[src/rtl/motor_pkg.sv]
// Shared definitions for the motor/servo PWM link (generator and capture side).
// Holds frame timing constants, command encoding and the capture FSM state type.
package motor_pkg;

   localparam int CLK_HZ     = 50_000_000;
   localparam int PERIOD_CYC = 1_000_000;

   localparam int NARROW_W   = 17_500;
   localparam int MID_BASE_W = 75_260;
   localparam int WIDE_W     = 95_616;

   typedef enum logic [1:0] {
      CMD_MID    = 2'b00,
      CMD_WIDE   = 2'b01,
      CMD_NARROW = 2'b10
   } cmd_t;

   typedef enum logic [1:0] {
      IDLE = 2'd0,
      HIGH = 2'd1,
      LOW  = 2'd2
   } cap_state_t;

endpackage

[src/rtl/pwm_in_cond.sv]
// Input conditioning for pwm_capture: 2-FF synchronizer, optional glitch filter
// (PWM_CAP_FILTER_EN), and rise/fall detection on the resulting level.
module pwm_in_cond #(
   parameter int FILT_LEN = 4
) (
   input  logic m_clock,
   input  logic p_reset,
   input  logic pwm_in,
   output logic level,
   output logic rise,
   output logic fall
);

   logic [1:0] sync_reg;
   logic [3:0] warm_reg;
   logic       lvl_d_reg;

   if (FILT_LEN < 1) begin : g_len_check
      $error("pwm_in_cond: FILT_LEN must be at least 1");
   end

   // warm_reg marks when the pipeline holds real samples; until then a high
   // input would look like a rise against the reset value and start a partial frame.
   always_ff @(posedge m_clock or negedge p_reset) begin
      if (!p_reset) begin
         sync_reg  <= 2'b00;
         warm_reg  <= 4'b0000;
         lvl_d_reg <= 1'b0;
      end else begin
         sync_reg  <= {sync_reg[0], pwm_in};
         warm_reg  <= {warm_reg[2:0], 1'b1};
         lvl_d_reg <= level;
      end
   end

`ifdef PWM_CAP_FILTER_EN
   localparam int FCW = $clog2(FILT_LEN + 1);

   logic [FCW-1:0] fcnt_reg;
   logic           filt_reg;

   always_ff @(posedge m_clock or negedge p_reset) begin
      if (!p_reset) begin
         filt_reg <= 1'b0;
         fcnt_reg <= '0;
      end else if (!warm_reg[2]) begin
         filt_reg <= sync_reg[1];
         fcnt_reg <= '0;
      end else if (sync_reg[1] == filt_reg) begin
         fcnt_reg <= '0;
      end else if (fcnt_reg == FCW'(FILT_LEN - 1)) begin
         filt_reg <= sync_reg[1];
         fcnt_reg <= '0;
      end else begin
         fcnt_reg <= fcnt_reg + 1'b1;
      end
   end

   assign level = filt_reg;
`else
   assign level = sync_reg[1];
`endif

   assign rise = warm_reg[3] &  level & ~lvl_d_reg;
   assign fall = warm_reg[3] & ~level &  lvl_d_reg;

endmodule

[src/rtl/pwm_capture.sv]
// PWM receiver: measures high time and rise-to-rise period, classifies the width,
// flags range errors and loss of signal. Define PWM_CAP_FILTER_EN for the glitch filter.
module pwm_capture
   import motor_pkg::*;
#(
   parameter int CNT_W      = 21,
   parameter int MIN_W      = 10_000,
   parameter int MAX_W      = 125_000,
   parameter int PERIOD_MIN = 500_000,
   parameter int PERIOD_MAX = 1_500_000,
   parameter int LO_THR     = 50_000,
   parameter int HI_THR     = 90_000,
   parameter int FILT_LEN   = 4
) (
   input  logic             m_clock,
   input  logic             p_reset,
   input  logic             pwm_in,
   output logic [CNT_W-1:0] width_q,
   output logic [CNT_W-1:0] period_q,
   output logic [1:0]       cmd,
   output logic             pulse_valid,
   output logic             range_err,
   output logic             signal_lost
);

   localparam logic [CNT_W-1:0] ONE_C     = CNT_W'(1);
   localparam logic [CNT_W-1:0] CNT_MAX_C = '1;
   localparam logic [CNT_W-1:0] MIN_W_C   = CNT_W'(MIN_W);
   localparam logic [CNT_W-1:0] MAX_W_C   = CNT_W'(MAX_W);
   localparam logic [CNT_W-1:0] PER_MIN_C = CNT_W'(PERIOD_MIN);
   localparam logic [CNT_W-1:0] PER_MAX_C = CNT_W'(PERIOD_MAX);
   localparam logic [CNT_W-1:0] LO_THR_C  = CNT_W'(LO_THR);
   localparam logic [CNT_W-1:0] HI_THR_C  = CNT_W'(HI_THR);

   logic level, rise, fall;

   cap_state_t       state_reg,  state_next;
   logic [CNT_W-1:0] hi_reg,     hi_next;
   logic [CNT_W-1:0] per_reg,    per_next;
   logic [CNT_W-1:0] width_reg,  width_next;
   logic [CNT_W-1:0] period_reg, period_next;
   cmd_t             cmd_reg,    cmd_next;
   logic             valid_reg,  valid_next;
   logic             err_reg,    err_next;
   logic             lost_reg,   lost_next;

   pwm_in_cond #(
      .FILT_LEN (FILT_LEN)
   ) u_cond (
      .m_clock (m_clock),
      .p_reset (p_reset),
      .pwm_in  (pwm_in),
      .level   (level),
      .rise    (rise),
      .fall    (fall)
   );

   function automatic logic [CNT_W-1:0] sat_inc(input logic [CNT_W-1:0] v);
      return (v == CNT_MAX_C) ? v : v + ONE_C;
   endfunction

   function automatic cmd_t classify(input logic [CNT_W-1:0] w);
      if (w <= LO_THR_C)
         return CMD_NARROW;
      if (w >= HI_THR_C)
         return CMD_WIDE;
      return CMD_MID;
   endfunction

   always_ff @(posedge m_clock or negedge p_reset) begin
      if (!p_reset) begin
         state_reg  <= IDLE;
         hi_reg     <= '0;
         per_reg    <= '0;
         width_reg  <= '0;
         period_reg <= '0;
         cmd_reg    <= CMD_MID;
         valid_reg  <= 1'b0;
         err_reg    <= 1'b0;
         lost_reg   <= 1'b1;
      end else begin
         state_reg  <= state_next;
         hi_reg     <= hi_next;
         per_reg    <= per_next;
         width_reg  <= width_next;
         period_reg <= period_next;
         cmd_reg    <= cmd_next;
         valid_reg  <= valid_next;
         err_reg    <= err_next;
         lost_reg   <= lost_next;
      end
   end

   always_comb begin
      state_next  = state_reg;
      hi_next     = hi_reg;
      per_next    = per_reg;
      width_next  = width_reg;
      period_next = period_reg;
      cmd_next    = cmd_reg;
      valid_next  = 1'b0;
      err_next    = 1'b0;
      lost_next   = lost_reg;

      case (state_reg)
         IDLE: begin
            if (rise) begin
               hi_next    = ONE_C;
               per_next   = ONE_C;
               state_next = HIGH;
            end
         end

         HIGH: begin
            if (per_reg == PER_MAX_C) begin
               state_next = IDLE;
               lost_next  = 1'b1;
            end else begin
               per_next = sat_inc(per_reg);
               if (fall)
                  state_next = LOW;
               else
                  hi_next = sat_inc(hi_reg);
            end
         end

         LOW: begin
            // The level was low on every cycle spent in LOW, so a high level here is the rise.
            if (per_reg == PER_MAX_C) begin
               state_next = IDLE;
               lost_next  = 1'b1;
            end else if (level) begin
               if ((hi_reg >= MIN_W_C) && (hi_reg <= MAX_W_C) &&
                   (per_reg >= PER_MIN_C) && (per_reg <= PER_MAX_C)) begin
                  width_next  = hi_reg;
                  period_next = per_reg;
                  cmd_next    = classify(hi_reg);
                  valid_next  = 1'b1;
                  lost_next   = 1'b0;
               end else begin
                  err_next = 1'b1;
               end
               hi_next    = ONE_C;
               per_next   = ONE_C;
               state_next = HIGH;
            end else begin
               per_next = sat_inc(per_reg);
            end
         end

         default: state_next = IDLE;
      endcase
   end

   assign width_q     = width_reg;
   assign period_q    = period_reg;
   assign cmd         = cmd_reg;
   assign pulse_valid = valid_reg;
   assign range_err   = err_reg;
   assign signal_lost = lost_reg;

endmodule

[config.mk]
export PLATFORM = sky130hd
export DESIGN_NAME = pwm_capture
export DESIGN_NICKNAME = d
export VERILOG_FILES = /design/src/rtl/motor_pkg.sv /design/src/rtl/pwm_in_cond.sv /design/src/rtl/pwm_capture.sv
export SDC_FILE = /design/constraint.sdc
export NUM_CORES = 1
export LEC_CHECK = 0
export ABC_AREA = 1
export BUFFER_PORTS_ARGS = -buffer_cell sky130_fd_sc_hd__buf_2
export CORE_ASPECT_RATIO = 1.75
export CORE_MARGIN = 3
export CORE_UTILIZATION = 40
export DETAILED_ROUTE_END_ITERATION = 8
export PLACE_DENSITY_LB_ADDON = 0.15
export REMOVE_ABC_BUFFERS = 1
export SLEW_MARGIN = 20
export SYNTH_ARGS = -nofsm -noshare
export SYNTH_HDL_FRONTEND = slang
export SYNTH_HIERARCHICAL = 1
export SYNTH_SLANG_ARGS = --single-unit
[constraint.sdc]
create_clock -name m_clock -period 2.4 [get_ports m_clock]
set_input_delay 0.12 -clock m_clock [delete_from_list [all_inputs] [get_ports m_clock]]
set_output_delay 0.12 -clock m_clock [all_outputs]
set_load 0.005 [all_outputs]
### Word-level counts from Yosys, hierarchy flattened

Cells that the tools add are included.

| storage, ports and cells | value |
|---|---|
| bits in writable memories | 0 |
| output and inout port bits | 47 |
| memories kept | 0 |
| input bits | 3 |
| logic and storage cells | 99 |
| bits in latches | 0 |
| bits in read-only memories | 0 |
| register bits | 98 |

| operators by class | value |
|---|---|
| equality and inequality tests | 15 |
| multipliers | 0 |
| shift-type cells | 0 |
| div/mod/pow operators | 0 |
| reduce and logical (&&, ||, !) cells | 11 |
| multiplexer cells | 46 |
| bitwise logic cells | 7 |
| add/sub/neg operators | 2 |
| order comparisons | 6 |

Operators with widths:

| operator | number |
|---|---|
| 2-to-1 mux 21 bit | 10 |
| case mux 21 bit (3 select lines) | 2 |
| == test 21 bit (second input constant) | 3 |
| adder 21 x 1 -> 21 bit (second input constant) | 2 |
| 2-to-1 mux 1 bit | 23 |
| >= comparator 21 x 14 -> 1 bit (second input constant) | 1 |
| >= comparator 21 x 17 -> 1 bit (second input constant) | 1 |
| >= comparator 21 x 19 -> 1 bit (second input constant) | 1 |
| <= comparator 21 x 16 -> 1 bit (second input constant) | 1 |
| <= comparator 21 x 17 -> 1 bit (second input constant) | 1 |
| <= comparator 21 bit (second input constant) | 1 |
| 2-to-1 mux 2 bit | 9 |
| != test 2 bit (second input constant) | 6 |
| AND reduction 4 bit | 3 |
| AND reduction 7 bit | 1 |
| != test 3 bit (second input constant) | 2 |
| case mux 2 bit (3 select lines) | 1 |
| bitwise AND 1 bit | 4 |
| logical AND 1 bit | 3 |
| != test 3 x 2 -> 1 bit (second input constant) | 1 |
| inverter 1 bit | 3 |
| AND reduction 3 bit | 1 |
| nonzero test 3 bit | 1 |
| == test 2 x 1 -> 1 bit (second input constant) | 1 |
| other kinds (5) | 5 |

### Logic depth before layout (Yosys ltp)

Gate-level depths: netlist of run 1.

| logic depth | value |
|---|---|
| depth after elaboration | 15 |
| mapped depth | 14 |
| gate-level depth less buffers | 12 |

### Modules after synthesis

Netlist of run 1, hierarchy kept.

Modules (own cells, without submodules):

| module | cells an instance | area an instance (um^2) | times used |
|---|---|---|---|
| pwm_capture | 803 | 5,600.4 | 1 |
| pwm_in_cond | 12 | 193.9 | 1 |

### Least setup slack after synthesis of run 1

OpenSTA, ideal clock, no wires.

| timing path | value |
|---|---|
| path kind | register -> register |
| start | register hi_reg[0] |
| end | register hi_reg[10] |
| clock period less this slack | 1.892 ns |
| setup time | 0.126 ns |
| arrival time | 1.765 ns |
| data required time | 2.274 ns |
| cell stages (with the launch flop) | 12 |
| path slack | 0.508 ns |
| path through | dfrtp_1 > ha_1 > inv_1 > nor2_1 > nand3_1 > nor3_2 > nand3_1 > nand2_2 > inv_2 > buf_2 > nand2_1 > o21ai_1 |

| on the way | value |
|---|---|
| word-level cells in the longest chain between the ends | 5 |
| elaborated cells between the ends (all ways) | 8 |
| those cells by class | add/sub: 1; eq/ne: 2; mux: 4; reduce/logical: 1 |

RTL lines:

| item | line | source |
|---|---|---|
| start: declaration | pwm_capture.sv:38 | `logic [CNT_W-1:0] hi_reg, hi_next;` |
| start signal: assignment | pwm_capture.sv:83 | `hi_reg <= hi_next;` |
| adder 21 x 1 -> 21 bit | pwm_capture.sv:59 | `return (v == CNT_MAX_C) ? v : v + ONE_C;` |
| 2-to-1 mux 21 bit | pwm_capture.sv:59 |  |
| 2-to-1 mux 21 bit | pwm_capture.sv:120 | `if (fall)` |
| 2-to-1 mux 21 bit | pwm_capture.sv:115 | `if (per_reg == PER_MAX_C) begin` |
| case mux 21 bit (3 select lines) | pwm_capture.sv:105 | `case (state_reg)` |

Parallel ways exist; a longest one is shown, timed or not. The select of a mux whose other input is x is not followed.
A chain may end at the register's enable or synchronous reset.

### Worst setup path after layout of run 1

| timing path | value |
|---|---|
| start | register hi_reg[1] |
| end | register period_reg[20] (netlist: period_q[20]) |

| on the way | value |
|---|---|
| word-level cells in the longest chain between the ends | 5 |
| elaborated cells between the ends (all ways) | 6 |
| those cells by class | order compare: 2; reduce/logical: 4 |

RTL lines:

| item | line | source |
|---|---|---|
| >= comparator 21 x 14 -> 1 bit or <= comparator 21 x 17 -> 1 bit (tied branches) | pwm_capture.sv:133 | `if ((hi_reg >= MIN_W_C) && (hi_reg <= MAX_W_C) &&` |
| logical AND 1 bit (*) (2 in a row) | pwm_capture.sv:133 |  |
| logical AND 1 bit (*) | pwm_capture.sv:134 | `(per_reg >= PER_MIN_C) && (per_reg <= PER_MAX_C)) begin` |
| AND reduction 4 bit (no line) (*) | -- |  |
| end signal: assignment | pwm_capture.sv:86 | `period_reg <= period_next;` |
| end: declaration | pwm_capture.sv:41 | `logic [CNT_W-1:0] period_reg, period_next;` |

Every way passes the cells marked *; elsewhere a longest branch is shown, timed or not.

==> flow_summary.rst, run 1 <==
.. list-table::
   :header-rows: 1

   * - Metric
     - Value
   * - Run status
     - finished clean
   * - Width of the die
     - between 90 and 100 um
   * - Final setup viols
     - 0
   * - Slew at the pin closest to its max-slew limit
     - approximately 0.62 ns
   * - DP Wirelength
     - about 14000 um
   * - Initial cell density of the core
     - 0.412
   * - Leading area contributor after synthesis
     - sky130_fd_sc_hd__dfrtp_1
   * - Max-slew violation count
     - 0
   * - Synthesis-to-finish area growth
     - 14.2%
   * - Overall overflow remaining after global route
     - 0
   * - Endpoint arrival time on the critical path
     - 2.44 ns
   * - Required time of the critical path
     - 2.64 ns
   * - Worst Setup Start Kind
     - register
   * - Nets@finish
     - 874
   * - Maximum buffer depth of the clock tree
     - 2
   * - CTS tree
     - built
   * - Static Leak
     - 3.42 nW
   * - Via-per-instance ratio
     - between 5 and 6
   * - Clk Latency, worst-skew pair
     - 0.35 ns
   * - Number of instances in the synthesized netlist
     - 815
   * - Period utilisation layout
     - 0.919
   * - Vias in the first global route
     - 5693
   * - Number of antenna violations at the first check in global routing
     - 0
   * - Maximum resistive drop on vdd
     - 0.000419 V
   * - Post-synth ARST share
     - 1.00
   * - Maximum number of pins on one net before global-route repair
     - 48
   * - Count of placed standard cells including taps
     - about 1000
   * - Flip-flop cell with the highest count after synthesis
     - sky130_fd_sc_hd__dfrtp_1
   * - N_diodes
     - 0
   * - R2R Setup Slk
     - a little under 0.2 ns
   * - Achievable clock frequency
     - 454 MHz
   * - IO buf count
     - 49
   * - Row Count
     - 57
   * - Post-Route WL
     - about 18000 um
   * - Setup Buffers After CTS
     - 0
   * - Critical path, cell by cell
     - inv_1 > ha_1 > nand2_1 > nor3_2 > nand4_1 > nand3_1 > nand2_1 > nor2_4 > nand3_4 > buf_4 > nand2_1 > nand2_1
   * - Max transition margin
     - 0.583
   * - Final hold vios
     - 0
   * - Drt drc
     - 0
   * - Delay of the slowest critical-path stage
     - 0.47 ns
   * - Setup repair after global routing missed its margin
     - no
   * - Number of clock sinks seen by CTS
     - 98
   * - Most numerous cell in the Yosys netlist
     - sky130_fd_sc_hd__nand2_1
   * - Most common library cells after synthesis
     - 272 x sky130_fd_sc_hd__nand2_1, 97 x sky130_fd_sc_hd__dfrtp_1, 86 x sky130_fd_sc_hd__nor2_1
   * - Kind of cell adding the most delay to the critical path
     - simple AND/OR/NAND/NOR gates
   * - Floorplan die area
     - roughly 16000 um2
   * - Overall power of the completed layout
     - 4.71 mW
   * - Die Height
     - 165 um
   * - Top cell type's share of synthesized area
     - 0.419
   * - Cell chosen for the clock root
     - sky130_fd_sc_hd__clkbuf_16
   * - Yosys warning count
     - 6
   * - Wire length of the first global-routing pass
     - 29000 um
   * - DR vias
     - between 5000 and 6000
   * - Synthesized flop and latch total
     - 98
   * - Register clock-pin slew on the reported worst setup and hold paths
     - approximately 0.07 ns
   * - Total power divided by cell area
     - 711 nW/um2
   * - Share of post-route cells with drive strength above 1
     - 0.139
   * - Number of DRC markers after the initial detailed-route iteration
     - between 200 and 250
   * - Seq/Total Area, Yosys
     - 0.423
   * - Post-synthesis instance area
     - 5790 um2
   * - Cell at the slowest stage of the critical path
     - sky130_fd_sc_hd__dfrtp_1
   * - Number of max-capacitance violations reported
     - 0
   * - Worst clock skew
     - between 0.006 and 0.007 ns
   * - Number of enable flip-flop cells after synthesis
     - 0
   * - Final routed wire length divided by cell count
     - 17.4 um
   * - Cell mode on critical path
     - sky130_fd_sc_hd__nand2_1
   * - Type of the setup path with the least slack
     - register to register
   * - Biggest area contributors in the synthesized netlist
     - sky130_fd_sc_hd__dfrtp_1 42%, sky130_fd_sc_hd__nand2_1 18%, sky130_fd_sc_hd__nand3_1 6.7%, sky130_fd_sc_hd__nand4_1 6.0%, sky130_fd_sc_hd__nor2_1 5.6%
   * - Number of buffer and inverter instances along the worst setup path
     - 2
   * - Mean Syn Cell Area
     - 7.11 um2
   * - Core area
     - approximately 14000 um2
   * - First-pass DRT Iterations
     - 4
   * - Crit path time final
     - 2.20 ns
   * - GPL Wtd Cong
     - 1.06
   * - Filler-free cell count of the finished design
     - 1045
   * - Remaining number of nets flagged by the antenna check after routing
     - 0
   * - Crit path capture type
     - register
   * - Class of the most critical hold timing path
     - primary input to async pin
   * - TritonCTS Buffers
     - 9
   * - Boundary Pins
     - 50
   * - Combined global-route utilization of all metal layers
     - 0.230
   * - Max FO, Critical Path
     - 18
   * - Depth of the CTS H-tree
     - 3
   * - Post-synthesis cell type count
     - 36
==> where the power goes <==
part / total, mW / switching (mW) / internal [mW]
clock network: 1.48 / 0.660 / 0.816
registers: 1.81 / 0.0969 / 1.72
logic: 1.42 / 1.04 / 0.380
==> metrics by stage <==
step                hold slack, ns  utilization  cell area [um2]  setup slack (ns)  TNS (ns)
finish                       0.318        0.471             6620             0.195         0
global route                 0.356        0.471             6620            0.0227         0
CTS                          0.347        0.471             6620             0.113         0
detailed placement           0.181        0.448             6300           0.00260         0
global placement             0.171        0.448             6300            0.0271         0
floorplan                   -0.176            -             5580            -0.345    -18.53
==> layout by cell type, fill, tap and decap left out, types with 10 or more instances in the layout <==
master	netlist	final
sky130_fd_sc_hd__inv_1	59	59
sky130_fd_sc_hd__inv_2	10	10
sky130_fd_sc_hd__nor3_1	15	14
sky130_fd_sc_hd__dfrtp_1	97	96
sky130_fd_sc_hd__o21ai_0	23	23
sky130_fd_sc_hd__nor2_1	86	86
sky130_fd_sc_hd__xor2_1	17	17
sky130_fd_sc_hd__o21ai_1	17	17
sky130_fd_sc_hd__buf_2	24	48
sky130_fd_sc_hd__buf_4	1	26
sky130_fd_sc_hd__nand3_1	78	78
sky130_fd_sc_hd__nand2_1	272	272
sky130_fd_sc_hd__nand4_1	56	56
==> routing by layer <==
layer / wire [um] / global-route usage / vias up
met1: 6600 / 0.236 / 2649
met4: 692 / 0.113 / 0
li1: - / - / 2724
met2: 10300 / 0.456 / 154
met3: 585 / 0.0244 / 44
met5: 0 / 0 / -
==> layout make-up <==
class	count	area, um2
tap	177	221
sequential	98	2450
clock inverter	5	62.6
multi-input combinational	606	2870
clock buffer	11	233
timing repair buffer	79	515
fill	1477	7430
inverter	69	259
==> timing repair <==
| item | CTS | global route |
|---|---|---|
| resized for setup | 1 | 1 |
| gates cloned | 0 | 0 |
| endpoints found under the setup margin | 11 | 10 |
| hold buffers | 2 | 0 |
| endpoints found under the hold margin | 46 | 0 |
==> kinds of logic after synthesis <==
kind of cell	count (synthesis)	share of synthesized area
flops	98	0.423
simple gates	526	0.400
compound gates	53	0.0501
fa+ha+maj	8	0.0173
buf+inv	111	0.0816
xor+xnor	18	0.0272
other cells	1	0.000647
==> worst paths after layout <==
check | endpoint | cells past startpoint | start
min in group m_clock | u_cond/warm_reg[1] | 0 | u_cond/warm_reg[0]
max in group asynchronous | hi_reg[0] | 3 | p_reset
min reg2reg | u_cond/warm_reg[1] | 0 | u_cond/warm_reg[0]
max | period_q[20] | 12 | hi_reg[1]
min | period_q[4] | 2 | p_reset
max reg2reg | period_q[20] | 12 | hi_reg[1]
No activity file was read; power rests on OpenSTA's default activity.
==> run 2, diff against run 1 <==
--- a/config.mk
+++ b/config.mk
@@ -5,12 +5,12 @@
 export SDC_FILE = /design/constraint.sdc
 export NUM_CORES = 1
 export LEC_CHECK = 0
-export ABC_AREA = 1
-export BUFFER_PORTS_ARGS = -buffer_cell sky130_fd_sc_hd__buf_2
+export ABC_AREA = 0
 export CORE_ASPECT_RATIO = 1.75
 export CORE_MARGIN = 3
 export CORE_UTILIZATION = 40
 export DETAILED_ROUTE_END_ITERATION = 8
+export DONT_BUFFER_PORTS = 1
 export PLACE_DENSITY_LB_ADDON = 0.15
 export REMOVE_ABC_BUFFERS = 1
 export SLEW_MARGIN = 20
==> run 2 against run 1 <==
The run now ends with negative hold slack, negative setup slack left. Synthesized area down 13%. Combinational power rose by 24%. Via count down 30%. Sequential cell count unchanged. Worst setup slack lost 0.39 ns. Register-to-register slack worse by 0.39 ns. Sequential power decreased by 2%. Largest cell class unchanged. Highest routed layer unchanged.
==> flow_summary.rst, run 2 <==
.. list-table::
   :header-rows: 1

   * - Metric
     - Value
   * - Wire length of the first global-routing pass
     - 21100 um
   * - N_diodes
     - 0
   * - Flip-flop cell with the highest count after synthesis
     - sky130_fd_sc_hd__dfrtp_1
   * - Final routed wire length divided by cell count
     - 17.8 um
   * - Combined global-route utilization of all metal layers
     - 0.192
   * - Most numerous cell in the Yosys netlist
     - sky130_fd_sc_hd__dfrtp_1
   * - Via-per-instance ratio
     - 5.35
   * - Die Height
     - 154 um
   * - Crit path capture type
     - register
   * - Post-synthesis cell type count
     - 61
   * - Max transition margin
     - 0.560
   * - Drt drc
     - 0
   * - Slew at the pin closest to its max-slew limit
     - 0.660 ns
   * - Vias in the first global route
     - roughly 4100
   * - IO buf count
     - 0
   * - Number of DRC markers after the initial detailed-route iteration
     - 160
   * - Remaining number of nets flagged by the antenna check after routing
     - 0
   * - Failing checks
     - negative hold slack, negative setup slack
   * - Filler-free cell count of the finished design
     - around 730
   * - Period utilisation layout
     - 1.08
   * - Run status
     - finished, violations left
   * - Cell at the slowest stage of the critical path
     - sky130_fd_sc_hd__or4_4
   * - Final setup viols
     - 45
   * - Aggregate negative setup slack
     - -6.20 ns
   * - Synthesis-to-finish area growth
     - 28.7%
   * - Worst Slack Setup Final
     - -0.195 ns
   * - Width of the die
     - 90.7 um
   * - Endpoint arrival time on the critical path
     - approximately 2.8 ns
   * - Crit path time final
     - between 2 and 3 ns
   * - Post-Place Setup Slack
     - -0.315 ns
   * - Static Leak
     - 2.96 nW
   * - DP Wirelength
     - between 9000 and 10000 um
   * - Final core utilization
     - 0.533
   * - Number of clock sinks seen by CTS
     - 98
   * - Floorplan die area
     - between 10000 and 15000 um2
   * - Number of instances in the synthesized netlist
     - 462
   * - Critical path, cell by cell
     - or4_4 > or4_4 > a221oi_4 > nor4_4 > nor3b_4 > buf_6 > clkbuf_16 > mux2_4
   * - Maximum buffer depth of the clock tree
     - 2
   * - Type of the setup path with the least slack
     - register to register
   * - Post-Route WL
     - around 13000 um
   * - Post-synthesis instance area
     - 5020 um2
   * - Final Instance Area
     - 6460 um2
   * - Class of the most critical hold timing path
     - primary input to async pin
   * - Setup repair after global routing missed its margin
     - yes
   * - Number of buffers added to fix hold violations after cts
     - 1
   * - Post-Route Hold Slack
     - -0.544 ns
   * - Clk Latency, worst-skew pair
     - approximately 0.35 ns
   * - Total power divided by cell area
     - 775 nW/um2
   * - Most common library cells after synthesis
     - 97 x sky130_fd_sc_hd__dfrtp_1, 43 x sky130_fd_sc_hd__nor2_1, 34 x sky130_fd_sc_hd__mux2_4
   * - Share of post-route cells with drive strength above 1
     - 0.356
   * - Yosys warning count
     - 6
   * - Biggest area contributors in the synthesized netlist
     - sky130_fd_sc_hd__dfrtp_1 48%, sky130_fd_sc_hd__mux2_4 10%, sky130_fd_sc_hd__nor2_1 3.2%, sky130_fd_sc_hd__xnor2_1 2.8%, sky130_fd_sc_hd__nand3_1 2.6%
   * - Nets@finish
     - 574
   * - Row Count
     - 53
   * - Overall power of the completed layout
     - ~5 mW
   * - Maximum resistive drop on vdd
     - around 0.00063 V
   * - First-pass DRT Iterations
     - 4
   * - Core area
     - 12100 um2
   * - Count of placed standard cells including taps
     - 705
   * - Max-slew violation count
     - 0
   * - Required time of the critical path
     - 2.64 ns
   * - Overall overflow remaining after global route
     - 0
   * - Number of max-capacitance violations reported
     - 0
   * - GPL Wtd Cong
     - 0.940
   * - Depth of the CTS H-tree
     - 3
   * - Number of enable flip-flop cells after synthesis
     - 0
   * - CTS tree
     - built
   * - Achievable clock frequency
     - ~390 MHz
   * - Cell mode on critical path
     - sky130_fd_sc_hd__or4_4
   * - Final hold vios
     - 98
   * - Boundary Pins
     - 50
   * - Worst clock skew
     - 0.00935 ns
   * - Most frequent cells in the layout
     - 104 x sky130_fd_sc_hd__buf_4, 96 x sky130_fd_sc_hd__dfrtp_1, 42 x sky130_fd_sc_hd__nor2_1
   * - Maximum number of pins on one net before global-route repair
     - a little under 100
   * - Delay of the slowest critical-path stage
     - 0.53 ns
   * - Max FO, Critical Path
     - 7
   * - Mean Syn Cell Area
     - 10.9 um2
   * - Commonest non-fill, non-tap cell in the layout
     - sky130_fd_sc_hd__buf_4
   * - Leading area contributor after synthesis
     - sky130_fd_sc_hd__dfrtp_1
   * - Cell chosen for the clock root
     - sky130_fd_sc_hd__clkbuf_16
   * - Number of antenna violations at the first check in global routing
     - 0
   * - Worst Setup Start Kind
     - register
   * - Post-placement cell area
     - 5890 um2
   * - Seq/Total Area, Yosys
     - 0.488
   * - DR vias
     - 3919
   * - Register clock-pin slew on the reported worst setup and hold paths
     - 0.07 ns
   * - Top cell type's share of synthesized area
     - 0.483
   * - TritonCTS Buffers
     - 9
   * - Synthesized flop and latch total
     - 98
   * - Post-synth ARST share
     - 1.00
   * - Initial cell density of the core
     - 0.414
## run 2: changes by cell type after synthesis, moves of 10 or more
cell                      change
sky130_fd_sc_hd__nand3_1     -52
sky130_fd_sc_hd__o21ai_1     -16
sky130_fd_sc_hd__xnor2_1     +15
sky130_fd_sc_hd__nor2_1      -43
sky130_fd_sc_hd__inv_1       -47
sky130_fd_sc_hd__nand4_1     -44
sky130_fd_sc_hd__or3_1       +10
sky130_fd_sc_hd__mux2_4      +34
sky130_fd_sc_hd__inv_2       -10
sky130_fd_sc_hd__buf_2       -23
sky130_fd_sc_hd__nor4_1      +11
sky130_fd_sc_hd__o21ai_0     -11
sky130_fd_sc_hd__nand2_1    -248
## run 2: power by group
part / internal [mW] / total (mW) / switching [mW]
combinational: 0.746 / 1.76 / 1.01
clock: 0.838 / 1.48 / 0.643
sequential: 1.72 / 1.77 / 0.0502
## run 2: repair_timing
| action | in CTS | in global routing |
|---|---|---|
| resized for setup | 11 | 21 |
| setup buffers | 2 | 8 |
| pin swaps | 2 | 5 |
| hold endpoints to repair | 99 | 98 |
| gates cloned | 0 | 1 |
| endpoints found under the setup margin | 65 | 70 |
## run 2: critical path, delay by kind of cell, from the launching register on
kind            cells  cell delay [ns]
compound gates      1             0.24
flops               1             0.39
mux                 1             0.29
buf+inv             2             0.31
simple gates        4             1.25
## run 2: worst paths after layout
path	from	end	slack, ns	depth (start not counted)
max in group asynchronous	p_reset	signal_lost	2.72	0
setup reg to reg	hi_reg[19]	period_q[16]	-0.19	8
setup / recovery	hi_reg[19]	period_q[16]	-0.19	8
hold / removal	p_reset	width_q[18]	-0.54	0
min in group m_clock	pwm_in	u_cond/sync_reg[0]	0.34	1
hold reg to reg	u_cond/warm_reg[0]	u_cond/warm_reg[1]	0.35	0
## run 2: cells by family after synthesis
group,share of synthesized area
fa+ha+maj,0.0199
xor+xnor,0.0418
buf+inv,0.0416
flops,0.488
compound gates,0.0812
other cells,0.000746
simple gates,0.207
mux,0.120
## run 2: per-layer routing
metal / track usage / vias up / routed length, um
li1: - / 1872 / -
met1: 0.200 / 1950 / 4820
met2: 0.371 / 72 / 7520
met3: 0.0311 / 25 / 342
met4: 0.0840 / 0 / 357
met5: 0 / - / 0
## run 2: final cells by class
cell class | count | area [um2]
Inverter | 12 | 45.0
Fill cell | 1064 | 5670
Multi-Input combinational cell | 329 | 2520
Clock buffer | 10 | 239
Sequential cell | 98 | 2450
Timing Repair Buffer | 113 | 930
Tap cell | 165 | 206
Clock inverter | 6 | 66.3
